$ cat config.mk
export PLATFORM = sky130hd
export DESIGN_NAME = biu_slave_mr
export DESIGN_NICKNAME = d
export VERILOG_FILES = /design/src/rtl/biu_pkg.sv /design/src/rtl/biu_addr_decode.sv /design/src/rtl/biu_slave_mr.sv
export SDC_FILE = /design/constraint.sdc
export NUM_CORES = 1
export LEC_CHECK = 0
export ABC_AREA = 0
export BUFFER_PORTS_ARGS = -buffer_cell sky130_fd_sc_hd__buf_2
export CAP_MARGIN = 20
export CORE_UTILIZATION = 30
export DETAILED_ROUTE_END_ITERATION = 16
export SYNTH_ARGS = -nofsm -noshare
export SYNTH_HDL_FRONTEND = slang
export SYNTH_SLANG_ARGS = --single-unit
$ cat constraint.sdc
create_clock -name clk_i -period 3.4 [get_ports clk_i]
set_clock_uncertainty 0.15 [all_clocks]
set_input_delay 0.34 -clock clk_i [delete_from_list [all_inputs] [get_ports clk_i]]
set_output_delay 0.34 -clock clk_i [all_outputs]
set_load 0.01 [all_outputs]
$ cat src/rtl/biu_pkg.sv
// Shared types and helpers for the multi-region bus interface slave.
// Holds the FSM state encoding, debug error codes and byte-lane arithmetic.
package biu_pkg;

  typedef enum logic [1:0] {
    StIdle,
    StWait,
    StResp
  } biu_state_t;

  // Kept with each response so the cause of an error stays visible when debugging.
  typedef enum logic [1:0] {
    ErrOk,
    ErrDecode,
    ErrAlign,
    ErrTimeout
  } biu_err_e;

  localparam int unsigned ByteWidth = 8;

  // Address bits that select a byte within one data word.
  function automatic int unsigned lane_shift(input int unsigned data_width);
    return $clog2(data_width / ByteWidth);
  endfunction

endpackage

$ cat src/rtl/biu_addr_decode.sv
// Combinational window decoder: matches an address against every region, keeps the
// lowest-index hit, and reports the region-relative offset and word misalignment.
module biu_addr_decode
  import biu_pkg::*;
#(
  parameter int unsigned                        AddrWidth  = 32,
  parameter int unsigned                        DataWidth  = 32,
  parameter int unsigned                        NumRegions = 2,
  parameter logic [NumRegions*AddrWidth-1:0]    BaseAddrs  = '0,
  parameter logic [NumRegions*AddrWidth-1:0]    AddrSpans  = {NumRegions{AddrWidth'(4)}},
  parameter bit                                 Aligned    = 1'b1
) (
  input  logic [AddrWidth-1:0]  addr_i,
  output logic                  hit_o,
  output logic [NumRegions-1:0] sel_o,
  output logic [AddrWidth-1:0]  offset_o,
  output logic                  misalign_o
);

  localparam int unsigned LaneShift = lane_shift(DataWidth);
  localparam logic [AddrWidth-1:0] LaneMask = AddrWidth'((64'd1 << LaneShift) - 64'd1);

  logic [AddrWidth-1:0] diff;

  // Walk from the highest index down so the lowest overlapping region wins. The
  // subtraction wraps, so a window at the top of the map needs no special case.
  always_comb begin
    hit_o    = 1'b0;
    sel_o    = '0;
    offset_o = '0;
    diff     = '0;
    for (int r = NumRegions - 1; r >= 0; r--) begin
      diff = addr_i - BaseAddrs[r*AddrWidth +: AddrWidth];
      if (diff < AddrSpans[r*AddrWidth +: AddrWidth]) begin
        hit_o    = 1'b1;
        sel_o    = '0;
        sel_o[r] = 1'b1;
        offset_o = Aligned ? (diff >> LaneShift) : diff;
      end
    end
  end

  assign misalign_o = Aligned && ((addr_i & LaneMask) != '0);

endmodule

$ cat src/rtl/biu_slave_mr.sv
// Multi-region bus interface slave: accepts one request at a time, forwards hits to
// the selected target and returns read data or an error response.
module biu_slave_mr
  import biu_pkg::*;
#(
  parameter int unsigned                        AddrWidth     = 32,
  parameter int unsigned                        DataWidth     = 32,
  parameter int unsigned                        NumRegions    = 2,
  parameter logic [NumRegions*AddrWidth-1:0]    BaseAddrs     = '0,
  parameter logic [NumRegions*AddrWidth-1:0]    AddrSpans     = {NumRegions{AddrWidth'(4)}},
  parameter bit                                 Aligned       = 1'b1,
  parameter int unsigned                        TimeoutCycles = 16
) (
  input  logic                            clk_i,
  input  logic                            rst_i,
  input  logic                            req_valid_i,
  output logic                            req_ready_o,
  input  logic                            req_rnw_i,
  input  logic [AddrWidth-1:0]            req_addr_i,
  input  logic [DataWidth-1:0]            req_wdata_i,
  input  logic [DataWidth/8-1:0]          req_be_i,
  output logic                            rsp_valid_o,
  input  logic                            rsp_ready_i,
  output logic [DataWidth-1:0]            rsp_rdata_o,
  output logic                            rsp_err_o,
  output logic [1:0]                      rsp_err_code_o,
  output logic [NumRegions-1:0]           tgt_req_o,
  output logic                            tgt_rnw_o,
  output logic [AddrWidth-1:0]            tgt_offset_o,
  output logic [DataWidth-1:0]            tgt_wdata_o,
  output logic [DataWidth/8-1:0]          tgt_be_o,
  input  logic [NumRegions-1:0]           tgt_ack_i,
  input  logic [NumRegions*DataWidth-1:0] tgt_rdata_i
);

  localparam int unsigned CntW = (TimeoutCycles > 1) ? $clog2(TimeoutCycles) : 1;
  localparam logic [CntW-1:0] CntLast = CntW'((TimeoutCycles > 0) ? TimeoutCycles - 1 : 0);

  biu_state_t             state_q;
  logic                   req_ready_q;
  logic                   rsp_valid_q;
  logic                   rsp_err_q;
  logic [DataWidth-1:0]   rsp_rdata_q;
  biu_err_e               err_code_q;
  logic [NumRegions-1:0]  tgt_req_q;
  logic                   tgt_rnw_q;
  logic [AddrWidth-1:0]   tgt_offset_q;
  logic [DataWidth-1:0]   tgt_wdata_q;
  logic [DataWidth/8-1:0] tgt_be_q;
  logic [CntW-1:0]        cnt_q;

  logic                   dec_hit;
  logic [NumRegions-1:0]  dec_sel;
  logic [AddrWidth-1:0]   dec_offset;
  logic                   dec_misalign;
  logic                   ack_hit;
  logic                   timeout_hit;
  logic [DataWidth-1:0]   rdata_sel;

  biu_addr_decode #(
    .AddrWidth  (AddrWidth),
    .DataWidth  (DataWidth),
    .NumRegions (NumRegions),
    .BaseAddrs  (BaseAddrs),
    .AddrSpans  (AddrSpans),
    .Aligned    (Aligned)
  ) u_decode (
    .addr_i     (req_addr_i),
    .hit_o      (dec_hit),
    .sel_o      (dec_sel),
    .offset_o   (dec_offset),
    .misalign_o (dec_misalign)
  );

  // Only the ack of the region currently requested counts; tgt_req_q is zero
  // outside the wait state, so stray acks there are dropped as well.
  assign ack_hit     = |(tgt_ack_i & tgt_req_q);
  assign timeout_hit = (TimeoutCycles != 0) && (cnt_q == CntLast);

  always_comb begin
    rdata_sel = '0;
    for (int r = 0; r < NumRegions; r++) begin
      if (tgt_req_q[r]) begin
        rdata_sel |= tgt_rdata_i[r*DataWidth +: DataWidth];
      end
    end
  end

  always_ff @(posedge clk_i) begin
    if (rst_i) begin
      state_q      <= StIdle;
      req_ready_q  <= 1'b1;
      rsp_valid_q  <= 1'b0;
      rsp_err_q    <= 1'b0;
      rsp_rdata_q  <= '0;
      err_code_q   <= ErrOk;
      tgt_req_q    <= '0;
      tgt_rnw_q    <= 1'b0;
      tgt_offset_q <= '0;
      tgt_wdata_q  <= '0;
      tgt_be_q     <= '0;
      cnt_q        <= '0;
    end else begin
      unique case (state_q)
        StIdle: begin
          if (req_valid_i) begin
            req_ready_q  <= 1'b0;
            tgt_rnw_q    <= req_rnw_i;
            tgt_wdata_q  <= req_wdata_i;
            tgt_be_q     <= req_be_i;
            tgt_offset_q <= dec_offset;
            cnt_q        <= '0;
            if (!dec_hit || dec_misalign) begin
              rsp_valid_q <= 1'b1;
              rsp_err_q   <= 1'b1;
              rsp_rdata_q <= '0;
              err_code_q  <= !dec_hit ? ErrDecode : ErrAlign;
              state_q     <= StResp;
            end else begin
              tgt_req_q <= dec_sel;
              state_q   <= StWait;
            end
          end
        end
        StWait: begin
          // An ack arriving in the timeout cycle still completes normally.
          if (ack_hit) begin
            tgt_req_q   <= '0;
            rsp_valid_q <= 1'b1;
            rsp_err_q   <= 1'b0;
            rsp_rdata_q <= tgt_rnw_q ? rdata_sel : '0;
            err_code_q  <= ErrOk;
            state_q     <= StResp;
          end else if (timeout_hit) begin
            tgt_req_q   <= '0;
            rsp_valid_q <= 1'b1;
            rsp_err_q   <= 1'b1;
            rsp_rdata_q <= '0;
            err_code_q  <= ErrTimeout;
            state_q     <= StResp;
          end else begin
            cnt_q <= cnt_q + 1'b1;
          end
        end
        StResp: begin
          if (rsp_ready_i) begin
            rsp_valid_q <= 1'b0;
            rsp_err_q   <= 1'b0;
            rsp_rdata_q <= '0;
            req_ready_q <= 1'b1;
            state_q     <= StIdle;
          end
        end
        default: begin
          state_q <= StIdle;
        end
      endcase
    end
  end

  assign req_ready_o    = req_ready_q;
  assign rsp_valid_o    = rsp_valid_q;
  assign rsp_err_o      = rsp_err_q;
  assign rsp_rdata_o    = rsp_rdata_q;
  assign rsp_err_code_o = err_code_q;
  assign tgt_req_o      = tgt_req_q;
  assign tgt_rnw_o      = tgt_rnw_q;
  assign tgt_offset_o   = tgt_offset_q;
  assign tgt_wdata_o    = tgt_wdata_q;
  assign tgt_be_o       = tgt_be_q;

endmodule

==> summary.md <==
| Metric | Value |
|---|---|
| Outcome | completed |
| Peak supply drop | 0.3284 mV |
| WP data required | between 3 and 4 ns |
| GPL Wtd Cong | 0.7331 |
| Critical Path Fanout Max | 20 |
| Final wirelength | ~12000 µm |
| Reg clk slew, reported paths | about 0.080 ns |
| Cell area after layout | around 6000 µm² |
| Post-synth top area share | slightly above 50% |
| Hold-fix buffers, CTS | 0 |
| Layout fillers | 1435 |
| Area Overhead vs Synth | 33.30% |
| DP Area | ~5600 µm² |
| H-Tree Depth | 3 |
| Core Util, Final | between 40% and 50% |
| Netlist cell types | 40 |
| Die Wd | between 100 and 150 µm |
| Drt drc | 0 |
| Synth Area in Compound Gates | a little under a fifth |
| Largest net degree at the start of global routing | 54 |
| Yosys warnings | 0 |
| Leak pwr | 0.002641 µW |
| Routed length per placed instance | roughly 14 µm |
| Detail Route Antenna Nets | 0 |
| Starting DRC count in detailed routing | 158 |
| Antenna Cells | 0 |
| Grt ovf | 0 |
| Tot Pwr | 2740 µW |
| Top cells by area, synth | dfxtp_1, o32ai_2, nand2_1 |
| Drt pass-1 iters | 4 |
| Pins Over Slew Limit | 0 |
| PwrDens | 467.2 nW/µm² |
| Gates resized, CTS repair | 0 |
| CP Capture Type | register |
| CTS tree | done |
| Final period util | between 70% and 80% |
| Ports | roughly 250 |
| Max-Cap Viols | 0 |
| Initial Util | a little under a third |
| Kind of critical path | register to register |
| Vias/cell | between 4 and 5 |
| CTS sink cnt | 111 |
| Worst-margin pin slew | 0.6460 ns |
| Vias in the first global route | about 3.8k |
| Hold violation count in the final report | 0 |
| Yosys top cell by area | dfxtp_1 |
| Setup tns final | 0 ns |
| Post-synthesis mux area share | 0.9386% |
| Worst Hold Class | primary input to register |
| Sequential cell area | approximately 2200 µm² |
| Post-synthesis adder-cell area fraction | roughly 1.1% |
| Layout cell share with drive strength beyond 1 | 39.88% |
| Area of the core | ~14000 µm² |
| CTS Buffer Depth | 2 |
| Startpoint Class | register |
| Total GRT Usage | around 16% |
| Post-Syn Instances | roughly 470 |
| Vertical die dimension | about 120 µm |
| Largest family of logic cells by synthesized area | simple AND/OR/NAND/NOR gates |
| Area of the mapped netlist | 4399 µm² |
| Final period demand of the worst path | 2.392 ns |
| Arr. time, crit path | about 2.5 ns |
| Max Clk Rate | approximately 420 MHz |
| Worst-Skew Late Latency | roughly 0.35 ns |
| Post-Synth Simple-Gate Area | around a fifth |
| Initial antenna violation count | 0 |
| Slew HR | 56.93% |
| Synth Area in XOR/XNOR | less than 1% |
| Multi-input gate area | roughly 1900 µm² |
| Buffers on Ports | 210 |
| RSZ-0062 raised after global routing | false |
| Die area | ~15000 µm² |
| Row count | 43 |
| Dpl hpwl | ~8000 µm |
| Layout Nets | 810 |
| Root buf cell | clkbuf_16 |
| Global-route wire length before repair | approximately 18000 µm |
| CTS Buf Count | 9 |
| FF+latch count, synth | roughly 110 |
| Endpoints failing setup | 0 |
| Post-CTS setup repair buffer count | 0 |
| Vias | roughly 4.0k |
| Sequential area share after synthesis | about half |
| Average footprint of a synthesized cell | around 9.3 µm² |
[worst paths after layout]
kind	end	cells after the start	start	slack (ns)
worst max-delay path	rsp_rdata_o[22]	8	state_q[0]	1.01
worst min-delay path	tgt_wdata_o[8]	3	req_wdata_i[8]	0.06
worst max register to register	rsp_rdata_o[22]	8	state_q[0]	1.01
worst min register to register	tgt_wdata_o[7]	2	tgt_wdata_o[7]	0.31
[cells in the final DEF (no fill, tap or decap), types with 4 or more instances in the layout]
master,netlist,routed
nand2_1,81,81
nor3_1,5,5
and2_1,33,33
buf_2,6,209
clkbuf_16,0,9
dfxtp_1,111,111
nor4_1,7,7
a21oi_1,44,44
nand3_1,36,36
ha_1,4,4
buf_4,3,8
o32ai_2,30,30
inv_1,38,38
nor2_1,9,9
[logic make-up (layout without fill, tap and decap cells)]
kind of cell / count (synthesis) / count (layout)
and+or+nand+nor: 184 / 184
DFF: 111 / 111
AOI/OAI and AO/OA: 91 / 91
buffers and inverters: 76 / 272
adders and majority gates: 4 / 4
muxes: 4 / 4
xor gates and xnor gates: 3 / 3
other: 1 / 3
[registers in the layout, summed over array words and instances, names as in the netlist]
name,cells
rsp_err_code_o,2
tgt_be_o,4
tgt_offset_o,30
tgt_rnw_o,1
cnt_q,4
req_ready_o,1
tgt_wdata_o,32
tgt_req_o,1
rsp_valid_o,1
rsp_rdata_o,32
state_q,2
rsp_err_o,1
[power by group]
group / switching, µW / internal (µW) / total, µW
clock: 511 / 512 / 1020
combinational: 220 / 134 / 354
sequential: 22.3 / 1340 / 1360
[through the flow]
stage	hold slack [ns]	instances	worst slack, ns
floorplan	0.3260	476	1.436
global placement	0.2878	835	0.8155
detailed placement	0.2889	835	0.7183
CTS	0.04649	851	0.6886
global route	0.05136	852	0.7053
finish	0.06097	852	1.008
[layer usage]
metal / global-route usage (%) / up-vias / part of all wire, % / wire, µm
li1: - / 1984 / - / -
met1: 17.02 / 1865 / 41 / 4835
met2: 26.86 / 155 / 48 / 5709
met3: 6.365 / 13 / 8.8 / 1040
met4: 5.572 / 0 / 1.8 / 212
met5: 0 / - / 0 / 0
[final cells by class]
class	instances	area share (%)
sequential	111	37.89
multi-input combinational	289	31.85
timing repair buffer	218	19.20
clock buffer	10	3.904
tap	180	3.840
inverter	38	2.432
clock inverter	6	0.8748
[worst max-delay path, stage by stage, from the launching register on]
cell	delay, ns
dfxtp_1	0.36
inv_1	0.08
ha_1	0.33
nand2b_1	0.20
a21oi_1	0.18
nand2_1	0.13
nor2_4	0.43
buf_12	0.26
o32ai_2	0.10
[cells in the mapped netlist, drive strengths merged]
library cell  count
o21bai            1
or2               1
conb              1
nand2b            3
dfxtp           111
o32ai            32
nand4             2
a21o              1
clkbuf           20
or3               1
xnor2             3
nor4              7
nand2            81
o311ai            1
o211ai            2
buf              18
mux2i             3
nor3b             1
a2111oi           1
mux2              1
nor2             10
a211oi            3
nor3              6
o21ai             1
o31ai             1
a32oi             1
ha                4
and2             33
nor2b             3
o2111ai           1
inv              38
a21oi            44
a221oi            2
nand3            36
Power figures use the tool's default switching activity.
